===== src/rtl/sync_down_counter_pkg.sv =====
// Shared types and constants for the sync_down_counter timer/divider stage.
// Optional up/down counting is built in when SYNC_DOWN_COUNTER_UPDN_EN is defined.
package sync_down_counter_pkg;

    typedef enum logic [1:0] {
        IDLE = 2'd0,
        RUN  = 2'd1,
        HALT = 2'd2
    } state_t;

    localparam int unsigned RESET_COUNT = 0;

endpackage


===== src/rtl/sdc_next.sv =====
// Combinational next-count, expiry and terminal-count logic for sync_down_counter.
// SYNC_DOWN_COUNTER_UPDN_EN adds the up input selecting upward counting.
module sdc_next
    import sync_down_counter_pkg::*;
#(
    parameter int unsigned WIDTH   = 4,
    parameter int unsigned MODULUS = 10
) (
    input  logic [WIDTH-1:0] q,
    input  logic             en,
    input  logic             run,
    input  logic             oneshot,
`ifdef SYNC_DOWN_COUNTER_UPDN_EN
    input  logic             up,
`endif
    output logic [WIDTH-1:0] q_next,
    output logic             expire,
    output logic             tc
);

    localparam logic [WIDTH-1:0] ZERO = WIDTH'(RESET_COUNT);
    localparam logic [WIDTH-1:0] TOP  = WIDTH'(MODULUS - 1);

    logic             at_end;
    logic [WIDTH-1:0] step;
    logic [WIDTH-1:0] wrap;

    always_comb begin
        at_end = (q == ZERO);
        step   = q - WIDTH'(1);
        wrap   = TOP;
`ifdef SYNC_DOWN_COUNTER_UPDN_EN
        if (up) begin
            at_end = (q == TOP);
            step   = q + WIDTH'(1);
            wrap   = ZERO;
        end
`endif
        tc     = run & en & at_end;
        expire = tc & oneshot;

        // Step only away from the end value, so no arithmetic overflow is possible.
        q_next = q;
        if (run && en) begin
            if (!at_end) begin
                q_next = step;
            end else if (!oneshot) begin
                q_next = wrap;
            end
        end
    end

endmodule


===== src/rtl/sync_down_counter.sv =====
// Loadable modulo-MODULUS down counter with wrap/one-shot modes and cascadable tc.
// Defining SYNC_DOWN_COUNTER_UPDN_EN adds the up port for bidirectional counting.
module sync_down_counter
    import sync_down_counter_pkg::*;
#(
    parameter int unsigned WIDTH   = 4,
    parameter int unsigned MODULUS = 10
) (
    input  logic             clk,
    input  logic             ar,
    input  logic             en,
    input  logic             load,
    input  logic [WIDTH-1:0] load_val,
    input  logic             oneshot,
`ifdef SYNC_DOWN_COUNTER_UPDN_EN
    input  logic             up,
`endif
    output logic [WIDTH-1:0] q,
    output logic             tc,
    output logic             done,
    output logic             busy,
    output state_t           state
);

    state_t           state_next;
    logic [WIDTH-1:0] q_next;
    logic [WIDTH-1:0] load_q;
    logic             expire;

    sdc_next #(
        .WIDTH   (WIDTH),
        .MODULUS (MODULUS)
    ) u_next (
        .q       (q),
        .en      (en),
        .run     (state == RUN),
        .oneshot (oneshot),
`ifdef SYNC_DOWN_COUNTER_UPDN_EN
        .up      (up),
`endif
        .q_next  (q_next),
        .expire  (expire),
        .tc      (tc)
    );

    // Widened compare so MODULUS == 2**WIDTH never clamps.
    assign load_q = ({1'b0, load_val} < (WIDTH + 1)'(MODULUS)) ? load_val : WIDTH'(MODULUS - 1);

    always_comb begin
        state_next = state;
        if (load) begin
            state_next = RUN;
        end else if (expire) begin
            state_next = HALT;
        end
    end

    always_ff @(posedge clk or posedge ar) begin
        if (ar) begin
            state <= IDLE;
            q     <= WIDTH'(RESET_COUNT);
            done  <= 1'b0;
            busy  <= 1'b0;
        end else begin
            state <= state_next;
            busy  <= (state_next == RUN);
            done  <= expire & ~load;
            q     <= load ? load_q : q_next;
        end
    end

endmodule


===== config.mk =====
export PLATFORM = sky130hd
export DESIGN_NAME = sync_down_counter
export DESIGN_NICKNAME = d
export VERILOG_FILES = /design/src/rtl/sync_down_counter_pkg.sv /design/src/rtl/sdc_next.sv /design/src/rtl/sync_down_counter.sv
export SDC_FILE = /design/constraint.sdc
export NUM_CORES = 1
export LEC_CHECK = 0
export ABC_AREA = 1
export ABC_CLOCK_PERIOD_IN_PS = 1200
export CORE_AREA = 2 2 39 41
export DETAILED_ROUTE_END_ITERATION = 6
export DIE_AREA = 0 0 41 43
export DONT_BUFFER_PORTS = 1
export PLACE_DENSITY = 0.52
export SYNTH_ARGS = -nofsm -noshare
export SYNTH_HDL_FRONTEND = slang
export SYNTH_SLANG_ARGS = --single-unit

===== constraint.sdc =====
create_clock -name clk -period 1.2 [get_ports clk]
set_input_delay 0.24 -clock clk [delete_from_list [all_inputs] [get_ports clk]]
set_output_delay 0.24 -clock clk [all_outputs]
set_load 0.01 [all_outputs]

==> results of run 1 <==
## power by group through the flow
stage / combinational [mW] / clock (mW) / sequential (mW)
global route: 0.489 / 0.217 / 0.369
global placement: 0.378 / 0 / 0.361
finish: 0.442 / 0.195 / 0.364
detailed placement: 0.376 / 0 / 0.360
CTS: 0.427 / 0.206 / 0.362
floorplan: 0.205 / 0 / 0.393
## routing by layer
layer,GRT usage,wire (um),part of all wire
met1,0.186,465,0.42
met2,0.206,560,0.51
met3,0.0314,60,0.054
met4,0.100,15,0.014
met5,0,0,0
## cells in the mapped netlist
master and count:
o21ai_0 2, inv_2 1, nand4_1 1, nor2_4 4, inv_4 1, nand3_2 1, buf_6 1, nor2_1 7
dfrtp_1 8, nand3_1 10, nand2_1 16, nor2_2 1, o21ai_1 1, nand2_2 1, inv_1 10, a21oi_1 1
## logic make-up after synthesis
kind of cell | synth area share
buffers and inverters | 0.120
AOI/OAI and AO/OA | 0.0409
and+or+nand+nor | 0.430
DFF | 0.409
## flip-flops by register name, indices dropped and copies added, names as in the netlist
name / count
q: 4
state: 2
busy: 1
done: 1
## metrics by stage
stage / hold slack [ps] / area [um2]
after floorplan: 55.7 / 489
after global placement: 94.7 / 558
after detailed placement: 101 / 558
after CTS: 102 / 616
after global routing: 112 / 632
final: 112 / 632
## critical path: stages (launching register included)
cell	delay [ps]
dfrtp_1	400
nor2_4	150
nand2_4	70
nor2_4	120
## timing repair
item	CTS	global route
pin swaps	3	7
hold endpoints to repair	8	0
hold buffers	1	0
setup buffers	2	1
resized for setup	2	5
setup endpoints to repair	1	6
## final cells by class
type	count	area share
Tap cell	16	0.0317
Clock buffer	3	0.0356
Timing Repair Buffer	11	0.141
Inverter	12	0.0752
Sequential cell	8	0.317
Multi-Input combinational cell	45	0.400
## layout by cell type, fill, tap and decap left out, drive strengths merged
cell type / n
nor2: 12
buf: 10
o21ai: 3
clkbuf: 3
a21oi: 1
dfrtp: 8
inv: 12
dlygate4sd3: 1
nand2: 17
nand3: 11
nand4: 1
## worst max path at each step
stage | from | endpoint | slack [ps]
after floorplan | q[3] | busy | 50
after global placement | q[3] | busy | 70
after detailed placement | q[0] | busy | 60
after CTS | q[1] | tc | -70
after global routing | q[0] | tc | -80
final | q[0] | tc | -30
==> impl_summary.log, run 1 <==
INFO  metric drv_slew = 0
INFO  metric tritonroute_pass_1_iters = 4
INFO  metric grt_pass1_wl = 1640 um
INFO  metric grt_use_total = 0.145
INFO  metric hold_depth = 1
INFO  metric synth_area_leaders = dfrtp_1 41%, nand2_1 12%, nand3_1 10%, nor2_4 9.2%, inv_1 7.7%
INFO  metric share_of_layout_cells_above_drive_strength_1 = 0.329
INFO  metric detailed_place_hpwl = 823 um
INFO  metric route.detailed.drc = 0
INFO  metric io_pins = 18
INFO  metric relSlewSlack = 0.797
INFO  metric routed-via-count = 439
INFO  metric antennaDiodeCount = 0
INFO  metric fin_crit_period = 1230 ps
INFO  metric synth_seq_cells = 8
INFO  metric finalNonFillerCells = 95
INFO  metric worstHoldStart = load
INFO  metric globalplace.congestion = 0.702
INFO  metric setup-tns-final = -43.3 ps
INFO  metric buffer_ports.inserted = 0
INFO  metric grt_start_max_net_pins = 9
INFO  metric switching_share = 0.367
INFO  metric timing.clock.skew = 5.53 ps
INFO  metric power.net_switching = 367 uW
INFO  metric design.core.area = 1380 um2
INFO  metric min_delay_worst_endpoint = state[1]
INFO  metric cellInternalPower = 634 uW
INFO  metric syn_inst = 66
INFO  metric setup_ws = -31.4 ps
INFO  metric netlist.top_cell.by_area = dfrtp_1
INFO  metric place_worst_setup_slack = 60.9 ps
INFO  metric die-width = 41 um
INFO  metric clkSinkCount = 8
INFO  metric power_per_cell_area = 1580 nW/um2
INFO  metric ir_worst_vdd = 0.854 mV
INFO  metric max-clock-path-buffers = 2
INFO  metric routed_wire_length_per_instance = 11.6 um
INFO  metric starting_density_of_the_core = 0.354
INFO  metric final_nets = 90
INFO  metric timing.setup.critical_path_class = flip-flop to output port
INFO  metric worstRegToRegCells = 7
INFO  metric worstPathArrival = 990 ps
INFO  metric critical_path.startpoint_type = flip-flop
INFO  metric regArea = 200 um2
INFO  metric grt_overflow = 0
INFO  metric critical_path.max_fanout = 2
INFO  metric finalSetupViolations = 2
INFO  metric timing.fmax = 0.812 GHz
INFO  metric max_slew.worst_pin.slew = 304 ps
INFO  metric rsz0062_at_grt = true
INFO  metric yosys_warnings = 0
INFO  metric routed_wl = 1100 um
INFO  metric worst_r2r_startpoint = q[0]
INFO  metric power_frac_comb = 0.442
INFO  metric post-layout-total-power = 1.00 mW
INFO  metric detailed_route_vias_per_instance = 4.62
INFO  metric final_hold_violating_endpoints = 0
INFO  metric final_util = 0.457
INFO  metric grt_pass1_vias = 416
INFO  metric total_of_fill_cells_in_the_finished_design = 153
INFO  metric area_growth_syn_to_layout = 29.2%
INFO  metric cp.required = 960 ps
INFO  metric number_of_drc_violations_after_detailed_routing_iteration_0 = 14
INFO  metric cts_root_buf = clkbuf_4
INFO  metric pwr-share-clk = 0.195
INFO  metric fin_crit_sh = 1.03
INFO  metric yosysTopAreaCellShare = 0.409
INFO  metric postSynthNetCount = 75
INFO  metric hp-class = primary input to flip-flop
INFO  metric clk_pin_slew_worst_paths = 50 ps
INFO  metric tritoncts = yes
INFO  metric cp-end-kind = output port
INFO  metric regToRegSetupSlack = -10 ps
INFO  metric cts_inserted_buffers = 3
INFO  metric cap_viol_max_count = 0
INFO  metric placement_rows = 14
INFO  metric sequentialPowerShare = 0.363
INFO  metric cellLeakagePower = 0.335 nW
INFO  metric clock_insertion_delay_worst_skew = 240 ps
INFO  metric run_status = complete, but fails checks
INFO  metric synth_cell_type_count = 16
INFO  metric yosysSeqAreaShare = 0.409
INFO  metric syn-cell-area = 489 um2
INFO  metric floorplan.die_area = 1760 um2
INFO  metric height_of_the_chip = 43 um
INFO  metric multiInputGateArea = 253 um2
INFO  metric placedCellCount = 89
INFO  metric rr_endpoint = q[2]
INFO  metric h-tree-depth = 1
INFO  metric failed_checks = setup timing
INFO  metric synth.avg_cell_area = 7.41 um2
INFO  metric antenna_violations_before_repair = 0
INFO  metric route.antenna.remaining_nets = 0
Note: power is estimated with default switching activity, not from simulation.
==> inputs of run 2 (changes only) <==
Settings changed: ABC_CLOCK_PERIOD_IN_PS 1200 to 1600, CAP_MARGIN set to 20.
Clock period 1.2 ns to 1.6 ns, I/O delays scaled along.
==> impl_summary.log, run 2 (synthesis gave the netlist of run 1 again) <==
INFO  metric grt_pass1_wl = 1650 um (was 1640 um)
INFO  metric max_slew.worst_pin.slew = 306 ps (was 304 ps)
INFO  metric largest_registers = q x4, state x2 (unchanged)
INFO  metric timing.fmax = 0.666 GHz
INFO  metric run_status = finished clean (was complete, but fails checks)
INFO  metric timing.clock.skew = 2.13 ps (was 5.53 ps)
INFO  metric h-tree-depth = 1 (unchanged)
INFO  metric cap_viol_max_count = 0 (unchanged)
INFO  metric cp-end-kind = output port (unchanged)
INFO  metric cts_root_buf = clkbuf_4 (unchanged)
INFO  metric grt_pass1_vias = 395 (was 416)
INFO  metric layout.cells.most_common_list = 16 x nand2_1, 10 x inv_1, 10 x nand3_1 (was 16 x nand2_1, 9 x inv_1, 9 x buf_4)
INFO  metric io_pins = 18 (unchanged)
INFO  metric timing.hold.ws = 194 ps (was 112 ps)
INFO  metric multiInputGateArea = 230 um2 (was 253 um2)
INFO  metric final_nets = 80 (was 90)
INFO  metric die-width = 41 um (unchanged)
INFO  metric starting_density_of_the_core = 0.354 (unchanged)
INFO  metric post-layout-total-power = 633 uW (was 1.00 mW)
INFO  metric hold_depth = 1 (unchanged)
INFO  metric grt_start_max_net_pins = 9 (unchanged)
INFO  metric clock_insertion_delay_worst_skew = 260 ps (was 240 ps)
INFO  metric share_of_layout_cells_above_drive_strength_1 = 0.174 (was 0.329)
INFO  metric total_of_fill_cells_in_the_finished_design = 155 (was 153)
INFO  metric clk_pin_slew_worst_paths = 60 ps (was 50 ps)
INFO  metric grt_overflow = 0 (unchanged)
INFO  metric clkSinkCount = 8 (unchanged)
INFO  metric timing.setup.critical_path_class = flip-flop to output port (unchanged)
INFO  metric final_hold_violating_endpoints = 0 (unchanged)
INFO  metric setup-tns-final = 0 ps (was -43.3 ps)
INFO  metric rsz0062_at_grt = false (was true)
INFO  metric drv_slew = 0 (unchanged)
INFO  metric route.detailed.drc = 0 (unchanged)
INFO  metric detailed_route_vias_per_instance = 4.80 (was 4.62)
INFO  metric worstRegToRegCells = 6 (was 7)
INFO  metric detailed_place_hpwl = 790 um (was 823 um)
INFO  metric tritonroute_pass_1_iters = 2 (was 4)
INFO  metric ir_worst_vdd = 0.385 mV (was 0.854 mV)
INFO  metric hp-class = primary input to flip-flop (unchanged)
INFO  metric fin_crit_period = 1500 ps
INFO  metric top_register = q (unchanged)
INFO  metric routed_wire_length_per_instance = 11.5 um (was 11.6 um)
INFO  metric worstPathArrival = 1180 ps (was 990 ps)
INFO  metric number_of_drc_violations_after_detailed_routing_iteration_0 = 1 (was 14)
INFO  metric critical_path.max_fanout = 5 (was 2)
INFO  metric post-cts-setup-buffer-count = 0 (was 2)
INFO  metric grt_use_total = 0.145 (about the same)
INFO  metric power_per_cell_area = 1190 nW/um2 (was 1580 nW/um2)
INFO  metric antennaDiodeCount = 0 (unchanged)
INFO  metric fin_crit_sh = 0.939
INFO  metric height_of_the_chip = 43 um (unchanged)
INFO  metric cts_inserted_buffers = 3 (unchanged)
INFO  metric globalplace.congestion = 0.665 (was 0.702)
INFO  metric cellLeakagePower = 0.272 nW (was 0.335 nW)
INFO  metric max_ffs_per_register = 4 (unchanged)
INFO  metric routed_wl = 977 um (was 1100 um)
INFO  metric most_common_cell_after_layout_fill_and_taps_aside = nand2_1 (unchanged)
INFO  metric design.core.area = 1380 um2 (unchanged)
INFO  metric cp.required = 1280 ps (was 960 ps)
INFO  metric placement_rows = 14 (unchanged)
INFO  metric finalSetupViolations = 0 (was 2)
INFO  metric routed-via-count = 408 (was 439)
INFO  metric relSlewSlack = 0.796 (was 0.797)
INFO  metric regArea = 200 um2 (unchanged)
INFO  metric area_growth_syn_to_layout = 8.44% (was 29.2%)
INFO  metric route.antenna.remaining_nets = 0 (unchanged)
INFO  metric critical_path.startpoint_type = flip-flop (unchanged)
INFO  metric buffer_ports.inserted = 0 (unchanged)
INFO  metric tritoncts = yes (unchanged)
INFO  metric floorplan.die_area = 1760 um2 (unchanged)
INFO  metric antenna_violations_before_repair = 0 (unchanged)
INFO  metric max-clock-path-buffers = 2 (unchanged)
[run 2: worst max-delay path, cell delays in order (launching register included)]
cell	delay, ps
dfrtp_1	460
nor2_2	200
nand2_2	120
nor2_4	140
[run 2: area by class of cell]
type / count / share of cell area
multi-input cells: 45 / 0.434
flip-flops and latches: 8 / 0.377
repair buffers: 1 / 0.0189
clock buffers: 3 / 0.0425
well taps: 16 / 0.0377
inverters: 12 / 0.0896
[run 2: routing by layer]
metal | part of all wire | GRT usage | vias to the layer above | wire (um)
li1 | - | - | 210 | -
met1 | 0.41 | 0.161 | 181 | 405
met2 | 0.47 | 0.216 | 13 | 455
met3 | 0.088 | 0.0419 | 4 | 86
met4 | 0.030 | 0.120 | 0 | 29
met5 | 0 | 0 | - | 0
[run 2: timing repair]
item	in CTS	in global routing
gates resized for setup	0	0
endpoints found under the hold margin	8	0
setup endpoints to repair	0	0
hold buffers	1	0
[run 2: worst paths after layout]
| check | start | endpoint | slack, ps |
|---|---|---|---|
| setup / recovery | q[3] | tc | 100 |
| hold / removal | load | state[1] | 190 |
| setup reg to reg | q[3] | state[0] | 330 |
| hold reg to reg | q[1] | q[1] | 630 |
| max in group asynchronous | ar | done | 930 |
| min in group asynchronous | ar | busy | 440 |
[run 2: report_power, final]
part | internal (mW) | total (mW) | switching, mW | leakage, nW
Sequential | 0.237 | 0.299 | 0.0625 | 0.0953
Clock | 0.0861 | 0.159 | 0.0728 | 0.0138
Combinational | 0.0629 | 0.175 | 0.112 | 0.163
[run 2: metrics by stage]
step	setup slack (ps)	instance area, um2	std cells	utilization
after detailed placement	326	498	81	0.360
final	98.0	531	85	0.383
after CTS	81.5	531	85	0.383
after global routing	21.8	531	85	0.383
after floorplan	445	489	66	-
after global placement	357	498	81	0.360
